===== config.mk =====
export PLATFORM = sky130hd
export DESIGN_NAME = frame_scheduler
export DESIGN_NICKNAME = d
export VERILOG_FILES = /design/src/rtl/frame_scheduler.sv
export SDC_FILE = /design/constraint.sdc
export NUM_CORES = 1
export LEC_CHECK = 0
export ABC_CLOCK_PERIOD_IN_PS = 2500
export BUFFER_PORTS_ARGS = -buffer_cell sky130_fd_sc_hd__buf_2
export CORE_ASPECT_RATIO = 1.75
export CORE_MARGIN = 2
export CORE_UTILIZATION = 39
export CTS_BUF_LIST = sky130_fd_sc_hd__clkbuf_8 sky130_fd_sc_hd__clkbuf_16
export CTS_CLUSTER_DIAMETER = 100
export CTS_CLUSTER_SIZE = 8
export DETAILED_ROUTE_END_ITERATION = 7
export RECOVER_POWER = 50
export SKIP_LAST_GASP = 1
export SLEW_MARGIN = 25
export SYNTH_ARGS = -nofsm -noshare
export SYNTH_HDL_FRONTEND = slang
export SYNTH_SLANG_ARGS = --single-unit

===== constraint.sdc =====
create_clock -name clk -period 2.5 [get_ports clk]
set_clock_uncertainty 0.15 [all_clocks]
set_input_delay 0.5 -clock clk [delete_from_list [all_inputs] [get_ports clk]]
set_output_delay 0.5 -clock clk [all_outputs]
set_load 0.02 [all_outputs]

===== src/rtl/frame_scheduler.sv =====
// frame_scheduler: round-robin packer of two payload sources into the transmitter frame buffer.
// Define FRAME_SCHED_IDLE_FILL_EN to emit idle frames after 1024 quiet IDLE cycles.
module frame_scheduler #(
    parameter int FRAME_LENGTH = 4,
    parameter int BUSY_TIMEOUT = 8
) (
    input  logic        clk,
    input  logic        rst,
    input  logic        s0_valid,
    input  logic [15:0] s0_data,
    input  logic        s0_last,
    input  logic        s1_valid,
    input  logic [15:0] s1_data,
    input  logic        s1_last,
    output logic        s0_ready,
    output logic        s1_ready,
    output logic [7:0]  tx_write_addr,
    output logic [15:0] tx_write_data,
    output logic        tx_wren,
    output logic        tx_go,
    input  logic        tx_busy,
    input  logic        tx_frame_complete,
    output logic        sched_busy,
    output logic [15:0] frames_sent,
    output logic        tx_err
);
    localparam int TW = $clog2(BUSY_TIMEOUT + 1);
    localparam logic [7:0] LAST_ADDR = 8'(FRAME_LENGTH - 1);
    localparam logic [TW-1:0] TO_LAST = TW'(BUSY_TIMEOUT - 1);

    typedef enum logic [2:0] {
        IDLE, PAYLOAD, PAD, HEADER, GO, WAIT_BUSY, WAIT_DONE
    } state_t;

    state_t        state, state_d;
    logic [3:0]    chan, chan_d;
    logic          rr_ptr, rr_ptr_d;
    logic [7:0]    addr, addr_d;
    logic [7:0]    cnt, cnt_d;
    logic [TW-1:0] to_cnt, to_cnt_d;
    logic [7:0]    wr_addr_d;
    logic [15:0]   wr_data_d;
    logic          wren_d, go_d, err_d;
    logic [15:0]   frames_d;
    logic          sel_valid, sel_last;
    logic [15:0]   sel_data;
    logic          idle_fire;

    assign sel_valid = chan[0] ? s1_valid : s0_valid;
    assign sel_last  = chan[0] ? s1_last  : s0_last;
    assign sel_data  = chan[0] ? s1_data  : s0_data;

    // Ready depends only on state and grant, never on the sources' valid.
    assign s0_ready = (state == PAYLOAD) && (chan == 4'd0);
    assign s1_ready = (state == PAYLOAD) && (chan == 4'd1);

`ifdef FRAME_SCHED_IDLE_FILL_EN
    logic [9:0] idle_cnt;

    always_ff @(posedge clk) begin
        if (!rst)
            idle_cnt <= '0;
        else if (state == IDLE && !s0_valid && !s1_valid)
            idle_cnt <= idle_cnt + 10'd1;
        else
            idle_cnt <= '0;
    end

    assign idle_fire = (state == IDLE) && !s0_valid && !s1_valid
                     && (idle_cnt == 10'h3FF);
`else
    assign idle_fire = 1'b0;
`endif

    always_comb begin
        state_d   = state;
        chan_d    = chan;
        rr_ptr_d  = rr_ptr;
        addr_d    = addr;
        cnt_d     = cnt;
        to_cnt_d  = to_cnt;
        wren_d    = 1'b0;
        go_d      = 1'b0;
        wr_addr_d = tx_write_addr;
        wr_data_d = tx_write_data;
        frames_d  = frames_sent;
        err_d     = tx_err;
        unique case (state)
            IDLE: begin
                addr_d = 8'd1;
                cnt_d  = 8'd0;
                if (s0_valid || s1_valid) begin
                    state_d = PAYLOAD;
                    if (s0_valid && s1_valid)
                        chan_d = {3'd0, rr_ptr};
                    else
                        chan_d = {3'd0, s1_valid};
                end else if (idle_fire) begin
                    // Idle frame: skip payload, pad every slot with zero.
                    state_d = PAD;
                    chan_d  = 4'hF;
                end
            end
            PAYLOAD: begin
                if (sel_valid) begin
                    wren_d    = 1'b1;
                    wr_addr_d = addr;
                    wr_data_d = sel_data;
                    addr_d    = addr + 8'd1;
                    cnt_d     = cnt + 8'd1;
                    if (sel_last || (cnt + 8'd1) == LAST_ADDR) begin
                        if ((addr + 8'd1) <= LAST_ADDR)
                            state_d = PAD;
                        else
                            state_d = HEADER;
                    end
                end
            end
            PAD: begin
                wren_d    = 1'b1;
                wr_addr_d = addr;
                wr_data_d = 16'h0000;
                if (addr == LAST_ADDR)
                    state_d = HEADER;
                else
                    addr_d = addr + 8'd1;
            end
            HEADER: begin
                wren_d    = 1'b1;
                wr_addr_d = 8'd0;
                wr_data_d = {4'hA, chan, cnt};
                state_d   = GO;
            end
            GO: begin
                go_d     = 1'b1;
                to_cnt_d = '0;
                state_d  = WAIT_BUSY;
            end
            WAIT_BUSY: begin
                if (tx_busy) begin
                    state_d = WAIT_DONE;
                end else if (to_cnt == TO_LAST) begin
                    err_d   = 1'b1;
                    state_d = IDLE;
                end else begin
                    to_cnt_d = to_cnt + 1'b1;
                end
            end
            WAIT_DONE: begin
                if (tx_frame_complete) begin
                    frames_d = frames_sent + 16'd1;
                    if (chan != 4'hF)
                        rr_ptr_d = ~chan[0];
                    state_d = IDLE;
                end
            end
            default: state_d = IDLE;
        endcase
    end

    always_ff @(posedge clk) begin
        if (!rst) begin
            state         <= IDLE;
            chan          <= 4'd0;
            rr_ptr        <= 1'b0;
            addr          <= 8'd0;
            cnt           <= 8'd0;
            to_cnt        <= '0;
            tx_wren       <= 1'b0;
            tx_write_addr <= 8'd0;
            tx_write_data <= 16'd0;
            tx_go         <= 1'b0;
            sched_busy    <= 1'b0;
            frames_sent   <= 16'd0;
            tx_err        <= 1'b0;
        end else begin
            state         <= state_d;
            chan          <= chan_d;
            rr_ptr        <= rr_ptr_d;
            addr          <= addr_d;
            cnt           <= cnt_d;
            to_cnt        <= to_cnt_d;
            tx_wren       <= wren_d;
            tx_write_addr <= wr_addr_d;
            tx_write_data <= wr_data_d;
            tx_go         <= go_d;
            sched_busy    <= (state_d != IDLE);
            frames_sent   <= frames_d;
            tx_err        <= err_d;
        end
    end
endmodule


# Yosys cells after proc, flatten, opt, wreduce, memory -nomap -nowiden
# Index checks and enable logic that the tools add are counted.
# totals
reg_bits	72
latch_bits	0
ramBits	0
mem_bits_ro	0
output_inout_bits	46
elab_cells	84
mem_count	0
# op_classes
add_sub_neg	4
mul	0
div_mod_pow	0
n_lt_le_gt_ge	1
eq_ne	15
shift	0
muxes	28
bitwise	2
n_reduce_logical	21
# ops
operator	count
$pmux 16 s3	1
$pmux 8 s3	2
$mux 16	2
$mux 8	4
$mux 3	7
$pmux 3 s7	1
$add 16x1->16 const B	1
$add 8x1->8 const B	2
$eq 8x2->1 const B	2
$pmux 8 s2	1
$reduce_and 3->1	4
$eq 3x3->1 const B	3
$reduce_bool 3->1	3
$le 8x2->1 const B	1
$mux 4	2
$ne 2x2->1 const B	4
$pmux 4 s2	1
$reduce_and 2->1	4
$eq 3x2->1 const B	2
$mux 1	6
$add 4x1->4 const B	1
$eq 4x1->1 const B	1
$eq 4x3->1 const B	1
$logic_not 4->1	1
9 further kinds	14

# Logic depth before layout (Yosys ltp)
# logic_depth
word_depth	7
depth_mapped	8
ltp_nobuf	6

# Worst setup path after synthesis
# No wires, ideal clock.
# synth_path
path_kind	reg2reg
from	register cnt[0]
to	register state[1]
setup_time_ns	0.117
arrival_ns	1.666
required_ns	2.233
slack_ns	0.567
path_stages_with_launch	7
path_buffers	0
period_less_slack_ns	1.933
path_cell_list	dfxtp_1 -> ha_1 -> and4_1 -> and3_1 -> o221a_2 -> a31o_2 -> a22o_1
# synth_via
elab_chain_len	6
# synth_rtl
element	line_no	text
start: declaration	39	logic [7:0] cnt, cnt_d;
start signal: assignment	181	cnt <= cnt_d;
$add 8x1->8	111	if (sel_last || (cnt + 8'd1) == LAST_ADDR) begin
$eq 8x2->1	111	
$logic_or 1x1->1	111	
$mux 3	111	
$mux 3	105	if (sel_valid) begin
$pmux 3 s7	88	unique case (state)
end signal: assignment	177	state <= state_d;
end: declaration	35	state_t state, state_d;
# No other way between the ends.
# A chain may end at the register's enable or synchronous reset.

# Worst setup path after layout
# layout_path
from	register state[1]
to	output port s0_ready
# layout_via
elab_chain_len	2
# layout_rtl
element	line_no	text
$eq 3x1->1	54	assign s0_ready = (state == PAYLOAD) && (chan == 4'd0);
$logic_and 1x1->1	54	
end: declaration	15	output logic s0_ready,
# No other way between the ends.

==> metrics.md <==
| Metric | Value |
|---|---|
| Outcome | `finished clean` |
| Die area | `0.0103 sq mm` |
| CP peak stage delay | `about 540 ps` |
| Post-synth ARST share | `0` |
| Die W | `just under 80 um` |
| Tot GR Track Use | `0.197` |
| Bufs and invs on worst path | `2` |
| WL/cell | `15.0 um` |
| Count of port buffers added during placement | `85` |
| Row count | `47` |
| Inserted Clock Buffers | `9` |
| WS Path Type | `flip-flop to primary output` |
| # fillers | `974` |
| Leak | `around 1.7 nW` |
| Pin count of the biggest net entering global routing | `30` |
| Mux cell area share after synthesis | `0.0682` |
| Clock-pin slew on the worst setup and hold paths | `50 ps` |
| Worst R2R End | `addr[4]$_SDFFE_PN0P_` |
| TritonRoute pass-1 iters | `4` |
| Synthesis Warnings | `0` |
| Initial antenna violation count | `0` |
| Top cells by area in the synthesized netlist | `dfxtp_1 (37%), a21oi_1 (8.0%), nand2_1 (6.2%), mux2i_1 (4.6%), nor2_1 (4.6%)` |
| # diodes | `0` |
| Clk_lat worst skew | `~330 ps` |
| Reg2reg start | `addr[1]$_SDFFE_PN0P_` |
| Maximum clock frequency | `0.427 GHz` |
| Avg Inst Size Synth | `8.00 sq um` |
| Synth Area in Compound Gates | `0.185` |
| DR DRC count | `0` |
| Worst Max-Slew Pin Slew | `approximately 570 ps` |
| Worst hold path class | `flip-flop to flip-flop` |
| Max clock buf depth | `2` |
| Seq cells post-synth | `about 70` |
| Cell area after synthesis | `about 0.0037 sq mm` |
| First-pass GRT wire length | `approximately 16 mm` |
| Reg2reg setup slack | `about 170 ps` |
| Crit path max-delay family | `buffers and inverters` |
| DR iter-0 viols | `266` |
| Hold Crit Start | `tx_write_addr[1]$_SDFFE_PN0P_` |
| Via count | `about 3500` |
| Number of global-route vias before repair | `~3400` |
| Multi-input logic area | `about 0.0021 sq mm` |
| Register Area | `around 0.0014 sq mm` |
| CTS tree | `yes` |
| Post-DRT Antenna Nets | `0` |
| Placer Congestion | `around 0.88` |
| Top-Level Pins | `86` |
| Seq/Total Area, Yosys | `0.373` |
| Fin crit period | `~2300 ps` |
| Clock Sink Count | `69` |
| TNS Setup | `0 ps` |
| Fin cells | `660` |
| R2R cell count | `6` |
| Clk Tree Root Cell | `clkbuf_16` |
| XOR/XNOR share of the synthesized area | `0.0402` |
| Power Density | `~700 mW/mm^2` |
| DRT Wirelength | `about 10 mm` |
| Ys flop type | `dfxtp_1` |
| Core ar. | `approximately 0.0094 sq mm` |
| Nets | `around 580` |
| P&R area growth vs syn | `19.7%` |
| Relative slew slack | `0.618` |
| Final HPWL DP | `roughly 7.3 mm` |
| Number of synthesized flops with an enable pin | `0` |
| Worst Hold Depth | `2` |
| Placed instance count | `between 600 and 700` |
| Fraction of layout cells with a size suffix above 1 | `0.154` |
| Hold EP | `tx_write_addr[1]$_SDFFE_PN0P_` |
| Setup ws final | `roughly 160 ps` |
| Synth area leader | `dfxtp_1` |
| Tcrit/Tclk final | `0.936` |
| Initial core utilization | `0.396` |
| Mapped Cells | `approximately 460` |
| Largest family of logic cells by synthesized area | `simple AND/OR/NAND/NOR gates` |
| Crit. End Element | `primary output` |
| GR Overflow Total | `0` |
| CP Launch Type | `flip-flop` |
| Share of the synthesized area in the top cell type | `0.373` |
| Max-cap violations | `0` |
| CP arrival | `around 1700 ps` |
| Post-Place Worst Slack | `225 ps` |
| Simple-gate portion of the synthesized area | `0.250` |
| DIE HEIGHT | `approximately 130 um` |
| Critical-path top delay cell | `dfxtp_1` |
| Hold Vio Cnt, Final | `0` |
| VDD IR max | `0.492 mV` |
| Finish-stage setup viols | `0` |
| Crit Path Max Fanout | `10` |
| Syn nets | `509` |
| Crit-path cells | `clkbuf_1 > nand2b_1 > nor3_1 > buf_2` |
| Critical Path Start | `state[1]$_SDFF_PN0_` |
| H-tree depth | `3` |
| Max-slew violations | `0` |
| Adder-Cell Fraction of Synth Area | `0.0203` |
| Distinct cells, synth | `58` |
| RSZ-0062 raised after global routing | `no` |
| CP required | `~1900 ps` |
| Vias per cell | `about 5.3` |
[cells by family (layout without fill, tap and decap cells)]
logic type,count (synthesis),after routing
adder cells (fa/ha/maj),6,6
AO/OA/AOI/OAI,109,109
buffers and inverters,47,122
AND/OR/NAND/NOR,191,191
multiplexers,24,24
XOR/XNOR,17,17
flip-flops,69,69
[worst reg2reg max path: stages (launching register included)]
cell and delay, ps:
dfxtp_1 450, ha_1 380, nor4b_2 400, a21oi_1 120, o21bai_1 410, nor2_1 100
o211a_1 220
[how the worst max path moves through the flow]
stage                                          to  cells after the start
floorplan                     state[1]$_SDFF_PN0_                      6
global placement              state[0]$_SDFF_PN0_                      6
detailed placement           addr[3]$_SDFFE_PN0P_                      6
CTS                          addr[4]$_SDFFE_PN0P_                      6
global route        tx_write_data[8]$_SDFFE_PN0P_                      5
finish                                   s0_ready                      4
[metal layers]
metal  up-vias  part of all wire  track usage
li1       1758                 -            -
met1      1638              0.39        0.206
met2        70              0.55        0.371
met3        21             0.033       0.0300
met4         0             0.029       0.0952
met5         -                 0            0
[per-stage QoR]
| stage | hold slack [ps] | utilization | power, mW | cell area (sq um) |
|---|---|---|---|---|
| final | 300 | 0.474 | 3.06 | 4430 |
| after CTS | 300 | 0.481 | 3.10 | 4490 |
| after global routing | 318 | 0.474 | 3.20 | 4430 |
| after global placement | 286 | 0.446 | 1.72 | 4170 |
| after detailed placement | 295 | 0.446 | 1.72 | 4170 |
| after floorplan | 333 | - | 1.57 | 3700 |
[where the power goes]
| part | total (mW) | leakage [nW] | switching, mW | internal, mW |
|---|---|---|---|---|
| Sequential | 1.19 | 0.559 | 0.0429 | 1.15 |
| Clock | 1.37 | 0.167 | 0.454 | 0.920 |
| Combinational | 0.497 | 0.999 | 0.326 | 0.171 |
| Total | 3.06 | 1.72 | 0.824 | 2.24 |
[flip-flops by register name, summed over array words and instances, names as in the netlist]
| signal | flops |
|---|---|
| cnt | 8 |
| rr_ptr | 1 |
| tx_err | 1 |
| addr | 8 |
| tx_write_data | 16 |
| frames_sent | 16 |
| sched_busy | 1 |
| tx_wren | 1 |
| state | 3 |
| chan | 1 |
| tx_go | 1 |
| to_cnt | 4 |
| tx_write_addr | 8 |
[layout by cell type (no fill, tap or decap), types with 3 or more instances in the layout]
master	count
a21boi_0	4
a21oi_1	60
a31oi_1	4
and2_1	4
and3_1	7
and4_1	3
buf_2	41
buf_4	7
clkbuf_1	48
clkbuf_16	9
dfxtp_1	69
ha_1	6
inv_1	11
mux2_2	6
mux2i_1	17
nand2_1	61
nand2b_1	5
nand3_1	26
nand4_1	9
nor2_1	45
nor3_1	11
nor4_1	3
o211a_1	3
o211ai_1	4
o21a_1	3
o21ai_0	10
or3_1	5
xnor2_1	4
xor2_1	13
[timing repair]
| action | 4_1_cts | 5_1_grt |
|---|---|---|
| setup endpoints to repair | 0 | 2 |
| setup buffers | 0 | 0 |
| hold buffers | 0 | 0 |
| resized for setup | 0 | 1 |
[cells in the mapped netlist (3+ instances only)]
library cell / number
and2_1: 4
a21boi_0: 4
a21oi_1: 59
nand2_1: 61
o211a_1: 3
buf_2: 14
buf_6: 3
o21a_1: 3
xnor2_1: 4
or3_1: 5
ha_1: 6
nor2_1: 45
mux2i_1: 17
o21ai_0: 10
xor2_1: 13
nor4_1: 3
a31oi_1: 4
mux2_2: 6
nand4_1: 9
inv_1: 10
nand3_1: 26
clkbuf_1: 14
buf_4: 5
nand2b_1: 5
dfxtp_1: 69
and4_1: 3
o211ai_1: 4
nor3_1: 11
and3_1: 7
[final cells by class]
| cell class | instances | area share |
|---|---|---|
| Multi-Input combinational cell | 347 | 0.473 |
| Sequential cell | 69 | 0.312 |
| Timing Repair Buffer | 96 | 0.0988 |
| Clock buffer | 11 | 0.0570 |
| Tap cell | 122 | 0.0344 |
| Clock inverter | 5 | 0.0167 |
| Inverter | 10 | 0.00847 |
Power figures use the tool's default switching activity.
